$ cat src/rtl/hazard_pkg.sv
// Shared encodings for the multi-cycle hazard controller: forwarding selects
// and divider-timer states.
package hazard_pkg;

    localparam int unsigned REG_AW_DEF = 5;

    // D-stage operand select (feeds the branch comparator)
    localparam logic [1:0] FWD_D_RF = 2'b00;
    localparam logic [1:0] FWD_D_M  = 2'b01;
    localparam logic [1:0] FWD_D_W  = 2'b10;

    // E-stage operand select (feeds the ALU)
    localparam logic [1:0] FWD_E_RF = 2'b00;
    localparam logic [1:0] FWD_E_M  = 2'b10;
    localparam logic [1:0] FWD_E_W  = 2'b01;

    typedef enum logic [1:0] {
        IDLE = 2'd0,
        BUSY = 2'd1,
        DONE = 2'd2
    } div_state_t;

endpackage

$ cat src/rtl/hazard_div_timer.sv
// Divider latency timer: holds a div in E until DIV_CYCLES busy cycles have
// elapsed, with start/cancel pulses for the datapath divider.
module hazard_div_timer
    import hazard_pkg::*;
#(
    parameter int unsigned DIV_CYCLES = 32,
    parameter int unsigned CNT_W      = 6
) (
    input  logic clk,
    input  logic resetn,
    input  logic divE,
    input  logic hold,
    input  logic cancel,
    output logic divstall,
    output logic div_start,
    output logic div_cancel
);

    div_state_t       state_q, state_d;
    logic [CNT_W-1:0] cnt_q, cnt_d;

    always_ff @(posedge clk or negedge resetn) begin
        if (!resetn) begin
            state_q <= IDLE;
            cnt_q   <= '0;
        end else begin
            state_q <= state_d;
            cnt_q   <= cnt_d;
        end
    end

    // A start is refused while M is stalled or a flush is in progress; the
    // count itself keeps running through memory stalls.
    always_comb begin
        state_d    = state_q;
        cnt_d      = cnt_q;
        div_start  = 1'b0;
        div_cancel = 1'b0;
        case (state_q)
            IDLE: begin
                if (divE && !hold && !cancel) begin
                    state_d   = BUSY;
                    cnt_d     = CNT_W'(DIV_CYCLES - 1);
                    div_start = 1'b1;
                end
            end
            BUSY: begin
                if (cancel) begin
                    state_d    = IDLE;
                    cnt_d      = '0;
                    div_cancel = 1'b1;
                end else if (cnt_q == '0) begin
                    state_d = DONE;
                end else begin
                    cnt_d = cnt_q - CNT_W'(1);
                end
            end
            DONE:    state_d = IDLE;
            default: state_d = IDLE;
        endcase
    end

    assign divstall = divE && ((state_q == IDLE) || (state_q == BUSY));

endmodule

$ cat src/rtl/hazard_ctrl_mc.sv
// Hazard/pipeline controller for the 5-stage core: forwarding, load-use and
// branch stalls, divider latency, memory wait states and exception flushes.
module hazard_ctrl_mc
    import hazard_pkg::*;
#(
    parameter int unsigned REG_AW     = REG_AW_DEF,
    parameter int unsigned DIV_CYCLES = 32,
    parameter int unsigned CNT_W      = 6
) (
    input  logic              clk,
    input  logic              resetn,
    input  logic [REG_AW-1:0] rsD,
    input  logic [REG_AW-1:0] rtD,
    input  logic              branchD,
    input  logic              jrD,
    input  logic              jumpD,
    input  logic              balD,
    input  logic [REG_AW-1:0] rsE,
    input  logic [REG_AW-1:0] rtE,
    input  logic [REG_AW-1:0] writeregE,
    input  logic              regwriteE,
    input  logic              memtoregE,
    input  logic              divE,
    input  logic [REG_AW-1:0] writeregM,
    input  logic              regwriteM,
    input  logic              memtoregM,
    input  logic [REG_AW-1:0] writeregW,
    input  logic              regwriteW,
    input  logic              inst_busyF,
    input  logic              data_busyM,
    input  logic              exceptM,
    output logic [1:0]        forwardaD,
    output logic [1:0]        forwardbD,
    output logic [1:0]        forwardaE,
    output logic [1:0]        forwardbE,
    output logic              div_start,
    output logic              div_cancel,
    output logic              stallF,
    output logic              stallD,
    output logic              stallE,
    output logic              stallM,
    output logic              stallW,
    output logic              flushF,
    output logic              flushD,
    output logic              flushE,
    output logic              flushM,
    output logic              flushW
);

    function automatic logic reg_hit(input logic [REG_AW-1:0] a, input logic [REG_AW-1:0] b);
        return (a != '0) && (a == b);
    endfunction

    logic pend_q, pend_d;
    logic flush_now, lwstall, brstall, divstall, d_stall;
    logic tmr_start, tmr_cancel;
    logic br_hit_rs, br_hit_rt;

    // Load results are not yet available in M, so D never forwards from a load.
    assign forwardaD = (reg_hit(rsD, writeregM) && regwriteM && !memtoregM) ? FWD_D_M :
                       (reg_hit(rsD, writeregW) && regwriteW)                ? FWD_D_W : FWD_D_RF;
    assign forwardbD = (reg_hit(rtD, writeregM) && regwriteM && !memtoregM) ? FWD_D_M :
                       (reg_hit(rtD, writeregW) && regwriteW)                ? FWD_D_W : FWD_D_RF;
    assign forwardaE = (reg_hit(rsE, writeregM) && regwriteM) ? FWD_E_M :
                       (reg_hit(rsE, writeregW) && regwriteW) ? FWD_E_W : FWD_E_RF;
    assign forwardbE = (reg_hit(rtE, writeregM) && regwriteM) ? FWD_E_M :
                       (reg_hit(rtE, writeregW) && regwriteW) ? FWD_E_W : FWD_E_RF;

    assign lwstall   = memtoregE && (reg_hit(writeregE, rsD) || reg_hit(writeregE, rtD));
    assign br_hit_rs = (regwriteE && reg_hit(writeregE, rsD)) || (memtoregM && reg_hit(writeregM, rsD));
    assign br_hit_rt = (regwriteE && reg_hit(writeregE, rtD)) || (memtoregM && reg_hit(writeregM, rtD));
    assign brstall   = (branchD && (br_hit_rs || br_hit_rt)) || (jrD && br_hit_rs);
    assign d_stall   = divstall || lwstall || brstall;

    // An exception seen during a D-memory wait is deferred until the access ends.
    assign flush_now = !data_busyM && (exceptM || pend_q);
    assign pend_d    = flush_now ? 1'b0 : ((exceptM && data_busyM) ? 1'b1 : pend_q);

    always_ff @(posedge clk or negedge resetn) begin
        if (!resetn) begin
            pend_q <= 1'b0;
        end else begin
            pend_q <= pend_d;
        end
    end

    hazard_div_timer #(
        .DIV_CYCLES (DIV_CYCLES),
        .CNT_W      (CNT_W)
    ) u_div_timer (
        .clk        (clk),
        .resetn     (resetn),
        .divE       (divE),
        .hold       (data_busyM),
        .cancel     (flush_now),
        .divstall   (divstall),
        .div_start  (tmr_start),
        .div_cancel (tmr_cancel)
    );

    assign div_start  = resetn && tmr_start;
    assign div_cancel = resetn && tmr_cancel;
    assign stallW     = 1'b0;

    // Priority: flush > memstall > divstall > lw/br stall > fetch stall.
    always_comb begin
        stallF = 1'b0;
        stallD = 1'b0;
        stallE = 1'b0;
        stallM = 1'b0;
        flushF = 1'b0;
        flushD = 1'b0;
        flushE = 1'b0;
        flushM = 1'b0;
        flushW = 1'b0;
        if (resetn) begin
            if (flush_now) begin
                flushF = 1'b1;
                flushD = 1'b1;
                flushE = 1'b1;
                flushM = 1'b1;
            end else if (data_busyM) begin
                stallF = 1'b1;
                stallD = 1'b1;
                stallE = 1'b1;
                stallM = 1'b1;
                flushW = 1'b1;
            end else begin
                if (divstall) begin
                    stallF = 1'b1;
                    stallD = 1'b1;
                    stallE = 1'b1;
                end else if (lwstall || brstall) begin
                    stallF = 1'b1;
                    stallD = 1'b1;
                    flushE = 1'b1;
                end
                if (inst_busyF) begin
                    stallF = 1'b1;
                    flushD = !d_stall;
                end
                if (!d_stall) begin
                    flushE = jumpD || (branchD && !balD);
                end
            end
        end
    end

endmodule

$ cat config.mk
export PLATFORM = sky130hd
export DESIGN_NAME = hazard_ctrl_mc
export DESIGN_NICKNAME = d
export VERILOG_FILES = /design/src/rtl/hazard_pkg.sv /design/src/rtl/hazard_div_timer.sv /design/src/rtl/hazard_ctrl_mc.sv
export SDC_FILE = /design/constraint.sdc
export NUM_CORES = 1
export LEC_CHECK = 0
export ABC_AREA = 1
export BUFFER_PORTS_ARGS = -buffer_cell sky130_fd_sc_hd__buf_2
export CAP_MARGIN = 20
export CORE_MARGIN = 3
export CORE_UTILIZATION = 52
export DETAILED_ROUTE_END_ITERATION = 10
export PLACE_DENSITY_LB_ADDON = 0.05
export SLEW_MARGIN = 10
export SYNTH_ARGS = -nofsm -noshare
export SYNTH_HDL_FRONTEND = slang
export SYNTH_SLANG_ARGS = --single-unit
$ cat constraint.sdc
create_clock -name clk -period 2.6 [get_ports clk]
set_clock_uncertainty 0.2 [all_clocks]
set_input_delay 0.52 -clock clk [delete_from_list [all_inputs] [get_ports clk]]
set_output_delay 0.52 -clock clk [all_outputs]
set_load 0.01 [all_outputs]
# Word level (Yosys, flattened, before mapping)

Cells that the tools add are included.

Bits in registers: 9
Input bits: 50
Output and inout port bits: 20
Logic and storage cells: 133

$add $sub $neg: 1
Equal/unequal tests: 16
Multiplexer cells: 48
Reductions and logical operators: 65

Operators by type and width:

| kind                  | count |
|---|---|
| $eq A5 B5 Y1          | 12 |
| $logic_and A1 B1 Y1   | 37 |
| $mux W1               | 34 |
| $reduce_bool A5 Y1    | 6 |
| $mux W2               | 9 |
| $mux W6               | 3 |
| $pmux W6 S2           | 1 |
| $logic_or A1 B1 Y1    | 11 |
| $logic_not A6 Y1      | 1 |
| $sub A6 B1 Y6 const B | 1 |
| $logic_not A1 Y1      | 5 |
| $pmux W2 S2           | 1 |
| $reduce_bool A2 Y1    | 2 |
| $ne A3 B2 Y1 const B  | 1 |
| $ne A3 B3 Y1 const B  | 1 |
| $reduce_and A3 Y1     | 1 |
| $eq A2 B1 Y1 const B  | 1 |
| $logic_not A2 Y1      | 1 |
| $ne A2 B1 Y1 const B  | 1 |
| $reduce_and A2 Y1     | 1 |

# Depth between registers and ports, before layout

Word-level depth: 14
Depth in mapped cells: 13
Mapped depth without buffers: 13

# Modules after synthesis

A second synthesis with hierarchy kept.

Cells, all modules: 267
Area total of the unflattened synthesis: 1567.8 um2

Modules (own cells, without submodules):

| module           | times used | cells an instance | area an instance (um2) | sequential area each (um2) |
|---|---|---|---|---|
| hazard_ctrl_mc   | 1          | 192               | 1047.3                 | 25.0 |
| hazard_div_timer | 1          | 75                | 520.5                  | 200.2 |

# Worst setup path before layout

OpenSTA, ideal clock, no wires.

Path kind: in2out
Start point: input rtE[3]
End point: output forwardbE[0]
Arrival time: 1441 ps
Required time: 1880 ps
Slack: 439 ps
Cell stages on the path: 6
Path buffers: 0
Cells stage by stage: inv_1 nand2_1 a21oi_1 o2111ai_1 nor4_1 nor2_1

Longest elaborated chain between the ends: 5
Elaborated cells on any way between the ends: 9
Classes of those cells: 2 x eq/ne; 2 x mux; 5 x reduce/logical

Ends and longest elaborated chain:

| item                                                      | RTL line             | RTL |
|---|---|---|
| from (decl)                                               | hazard_ctrl_mc.sv:19 | `input logic [REG_AW-1:0] rtE,` |
| $eq A5 B5 Y1 / $reduce_bool A5 Y1 (equally long branches) | hazard_ctrl_mc.sv:51 | `return (a != '0) && (a == b);` |
| $logic_and A1 B1 Y1                                       | hazard_ctrl_mc.sv:51 |  |
| $logic_and A1 B1 Y1                                       | hazard_ctrl_mc.sv:67 | `(reg_hit(rtE, writeregW) && regwriteW) ? FWD_E_W : FWD_E_RF;` |
| $mux W1                                                   | hazard_ctrl_mc.sv:67 |  |
| $mux W2 *                                                 | hazard_ctrl_mc.sv:66 | `assign forwardbE = (reg_hit(rtE, writeregM) && regwriteM) ? FWD_E_M :` |
| to (decl)                                                 | hazard_ctrl_mc.sv:35 | `output logic [1:0] forwardbE,` |

Every way passes the cells marked *; elsewhere a longest branch is shown, timed or not.

# Final worst setup path

Start point: input writeregM[1]
End point: output stallF

Longest elaborated chain between the ends: 14
Elaborated cells on any way between the ends: 20
Classes of those cells: 2 x eq/ne; 6 x mux; 12 x reduce/logical

Ends and longest elaborated chain:

| item                                                      | RTL line                                   | RTL |
|---|---|---|
| from (decl)                                               | hazard_ctrl_mc.sv:24                       | `input logic [REG_AW-1:0] writeregM,` |
| $eq A5 B5 Y1 / $reduce_bool A5 Y1 (equally long branches) | hazard_ctrl_mc.sv:51                       |  |
| $logic_and A1 B1 Y1                                       | hazard_ctrl_mc.sv:51                       |  |
| $logic_and A1 B1 Y1, on equally long branches             | hazard_ctrl_mc.sv:70, hazard_ctrl_mc.sv:71 |  |
| $logic_or A1 B1 Y1, on equally long branches              | hazard_ctrl_mc.sv:70, hazard_ctrl_mc.sv:71 |  |
| $logic_or A1 B1 Y1                                        | hazard_ctrl_mc.sv:72                       | `assign brstall = (branchD && (br_hit_rs \|\| br_hit_rt)) \|\| (jrD && br_hit_rs);` |
| $logic_and A1 B1 Y1                                       | hazard_ctrl_mc.sv:72                       |  |
| $logic_or A1 B1 Y1 *                                      | hazard_ctrl_mc.sv:72                       |  |
| $logic_or A1 B1 Y1 *                                      | hazard_ctrl_mc.sv:133                      | `end else if (lwstall \|\| brstall) begin` |
| $mux W1 *                                                 | hazard_ctrl_mc.sv:133                      |  |
| $mux W1 *                                                 | hazard_ctrl_mc.sv:129                      | `if (divstall) begin` |
| $mux W1 *                                                 | hazard_ctrl_mc.sv:138                      | `if (inst_busyF) begin` |
| $mux W1 *                                                 | hazard_ctrl_mc.sv:122                      | `end else if (data_busyM) begin` |
| $mux W1 *                                                 | hazard_ctrl_mc.sv:117                      | `if (flush_now) begin` |
| $mux W1 *                                                 | hazard_ctrl_mc.sv:116                      | `if (resetn) begin` |
| to (decl)                                                 | hazard_ctrl_mc.sv:38                       | `output logic stallF,` |

Marks and branches as above.

==> reports/qor.txt <==
Outcome: finished, final reports clean
Critical Path Source Type: primary input
Dominant cell type by area after synthesis: nand2_1
Syn_area_per_cell: 5.47 um^2
Post-synth top area share: 0.207
DIE HEIGHT: 61.7 um
Pin count of the biggest net entering global routing: 12
Yosys Warn Count: 0
Max Used Layer: met4
Hold path start: pend_q
Die width: 61.7 um
R2r endpoint: u_div_timer.cnt_q[2]
Worst hold-check path type: flop to flop
Routed vias: 2105
Pins over their slew limit: 0
Final instance area: 2030 um^2
FF+latch count, synth: 9
CTS tree: built
Final setup vio count: 0
Vias in the first global route: 1708
Starting Density: 0.565
Netlist Area Pre-Place: 1610 um^2
Total GRT Usage: 0.258
Initial DRC count: 127
Largest cells by area after synthesis: nand2_1, dfrtp_1, inv_1
EDFF count, synth: 0
Antenna cells: 0
Cts bufs inserted: 3
Max frequency: 401 MHz
CP max FO: 5
PortBufs: 68
GPL Wtd Cong: 0.960
Grt total ovfl: 0
Pwr per Cell Area: 422 nW/um^2
Vias per cell: 5.30
Drt first pass iters: 4
Clk_lat worst skew: 0.26 ns
Syn nets: 347
Worst r2r src: u_div_timer.cnt_q[1]
Req. time, crit path: 1.88 ns
Worst setup margin: 0.108 ns
Reg2reg path depth: 8
Root buf cell: clkbuf_4
Post-Route WL: 4.83 mm
Worst R2R Setup Slack: 0.94 ns
Area grow syn2layout: 25.8%
Post-synthesis sequential area ratio: 0.140
# rows: 19
Distinct cell type count after synthesis: 35
Initial antenna violation count: 0
Total core area: 2850 um^2
Async SR Flop Fraction: 1.00
Worst Path Arrival: 1.77 ns
Met2 wire len: 2.07 mm
Worst setup EP type: output port
Final core occ: 0.711
MaxCap Viol Count: 0
Hold EP: pend_q
WL/cell: 12.2 um
Pleak: 1.23 nW
Final period util: 0.959
Most used DFF post-synth: dfrtp_1
First-pass GRT wire length: 7.57 mm
Pre-CTS setup slack: 0.109 ns
Share of layout cells above drive strength 1: 0.270
Number of nets in the layout: 419
Residual DRC: 0
Post-Syn Instances: 295
CTS max path bufs: 2
CP Class: primary input to output port
Peak supply drop: 645 uV
Placed cell area: 1970 um^2
DP HPWL: 3.96 mm
Clock transition at path regs: 0.06 ns
Total power: 0.000856 W
Hold Crit Depth: 2
Fin crit period: 2.49 ns
Routed met3 length: 435 um
Met1 Wirelength: 2.30 mm
Final Hold Fails: 0
Ports: 70
Post-DRT Antenna Nets: 0
H-tree depth: 1
Clock sink total: 9
Die area: 3810 um^2
## through the flow
step | std cells | hold slack [ns] | setup TNS, ns
6_report | 397 | 0.299 | 0
5_1_grt | 397 | 0.328 | -0.0221
4_1_cts | 396 | 0.305 | 0
3_5_place_dp | 391 | 0.264 | 0
3_3_place_gp | 391 | 0.258 | 0
2_1_floorplan | 295 | 0.0244 | 0
## cells in the final DEF, fill, tap and decap left out, types with 6 or more instances in the layout
cell / netlist / final
nand2_1: 89 / 89
buf_2: 0 / 68
inv_1: 51 / 51
nor2_1: 34 / 32
nand3_1: 17 / 17
o22ai_1: 11 / 11
dfrtp_1: 9 / 9
nor3_1: 8 / 8
xnor2_1: 7 / 7
inv_2: 7 / 6
nand2_2: 6 / 6
## sequential cells by signal (all words and copies together), names as in the netlist
name                 cells
u_div_timer.state_q      2
u_div_timer.cnt_q        6
pend_q                   1
## per-layer routing
metal	global-route usage	up-vias
li1	-	1091
met1	0.397	910
met2	0.377	102
met3	0.0434	2
met4	0.0515	0
met5	0	-
## cells in the mapped netlist, types with 5 or more instances
| cell | instances |
|---|---|
| a22oi_1 | 5 |
| nor3_1 | 8 |
| nor2_1 | 34 |
| nand2_1 | 89 |
| xnor2_1 | 7 |
| a221oi_1 | 5 |
| dfrtp_1 | 9 |
| inv_1 | 51 |
| o22ai_1 | 11 |
| nand2_2 | 6 |
| nand3_1 | 17 |
| inv_2 | 7 |
## cell type report
class / instances / area (um^2)
sequential: 9 / 225
multi-input combinational: 223 / 1150
fill: 271 / 825
tap: 31 / 38.8
clock buffer: 4 / 26.3
timing repair buffer: 71 / 365
inverter: 59 / 224
## how the worst max path moves through the flow
| stage | end | cells after the start | startpoint |
|---|---|---|---|
| final | stallF | 15 | writeregM[1] |
| after global routing | stallF | 15 | writeregM[1] |
| after CTS | stallF | 15 | writeregM[1] |
| after detailed placement | stallF | 15 | writeregM[1] |
| after global placement | flushE | 14 | writeregM[1] |
| after floorplan | forwardbE[0] | 6 | rtE[3] |
## critical path, stage by stage
cell,delay [ns]
buf_2,0.14
inv_4,0.09
nand2_1,0.05
nand2_1,0.10
clkinv_1,0.07
nor2_1,0.09
nand3_1,0.10
nor2_1,0.14
nor2_1,0.06
nand2_1,0.06
nand2_2,0.06
nand3_2,0.07
nand2_2,0.05
nand2_1,0.05
buf_2,0.12
## cells by family (layout without fill, tap and decap cells)
kind of cell    count (synthesis)  in the layout  synth area share
other cells                     1              1           0.00233
simple gates                  172            172             0.473
flops                           9              9             0.140
buf+inv                        63            134             0.154
xor+xnor                        8              8            0.0434
fa+ha+maj                       2              2            0.0155
compound gates                 40             40             0.172
## power by group
part           leakage (nW)  internal, W  switching (W)
registers             0.109     0.000193      0.0000247
logic                  1.11     0.000207       0.000321
clock network        0.0150    0.0000593      0.0000512
## what timing repair did
action / CTS / global route
hold buffers: 1 / 0
setup endpoints to repair: 0 / 5
setup buffers: 0 / 1
resized for setup: 0 / 4
endpoints found under the hold margin: 9 / 0
(Power assumes the default switching activity.)
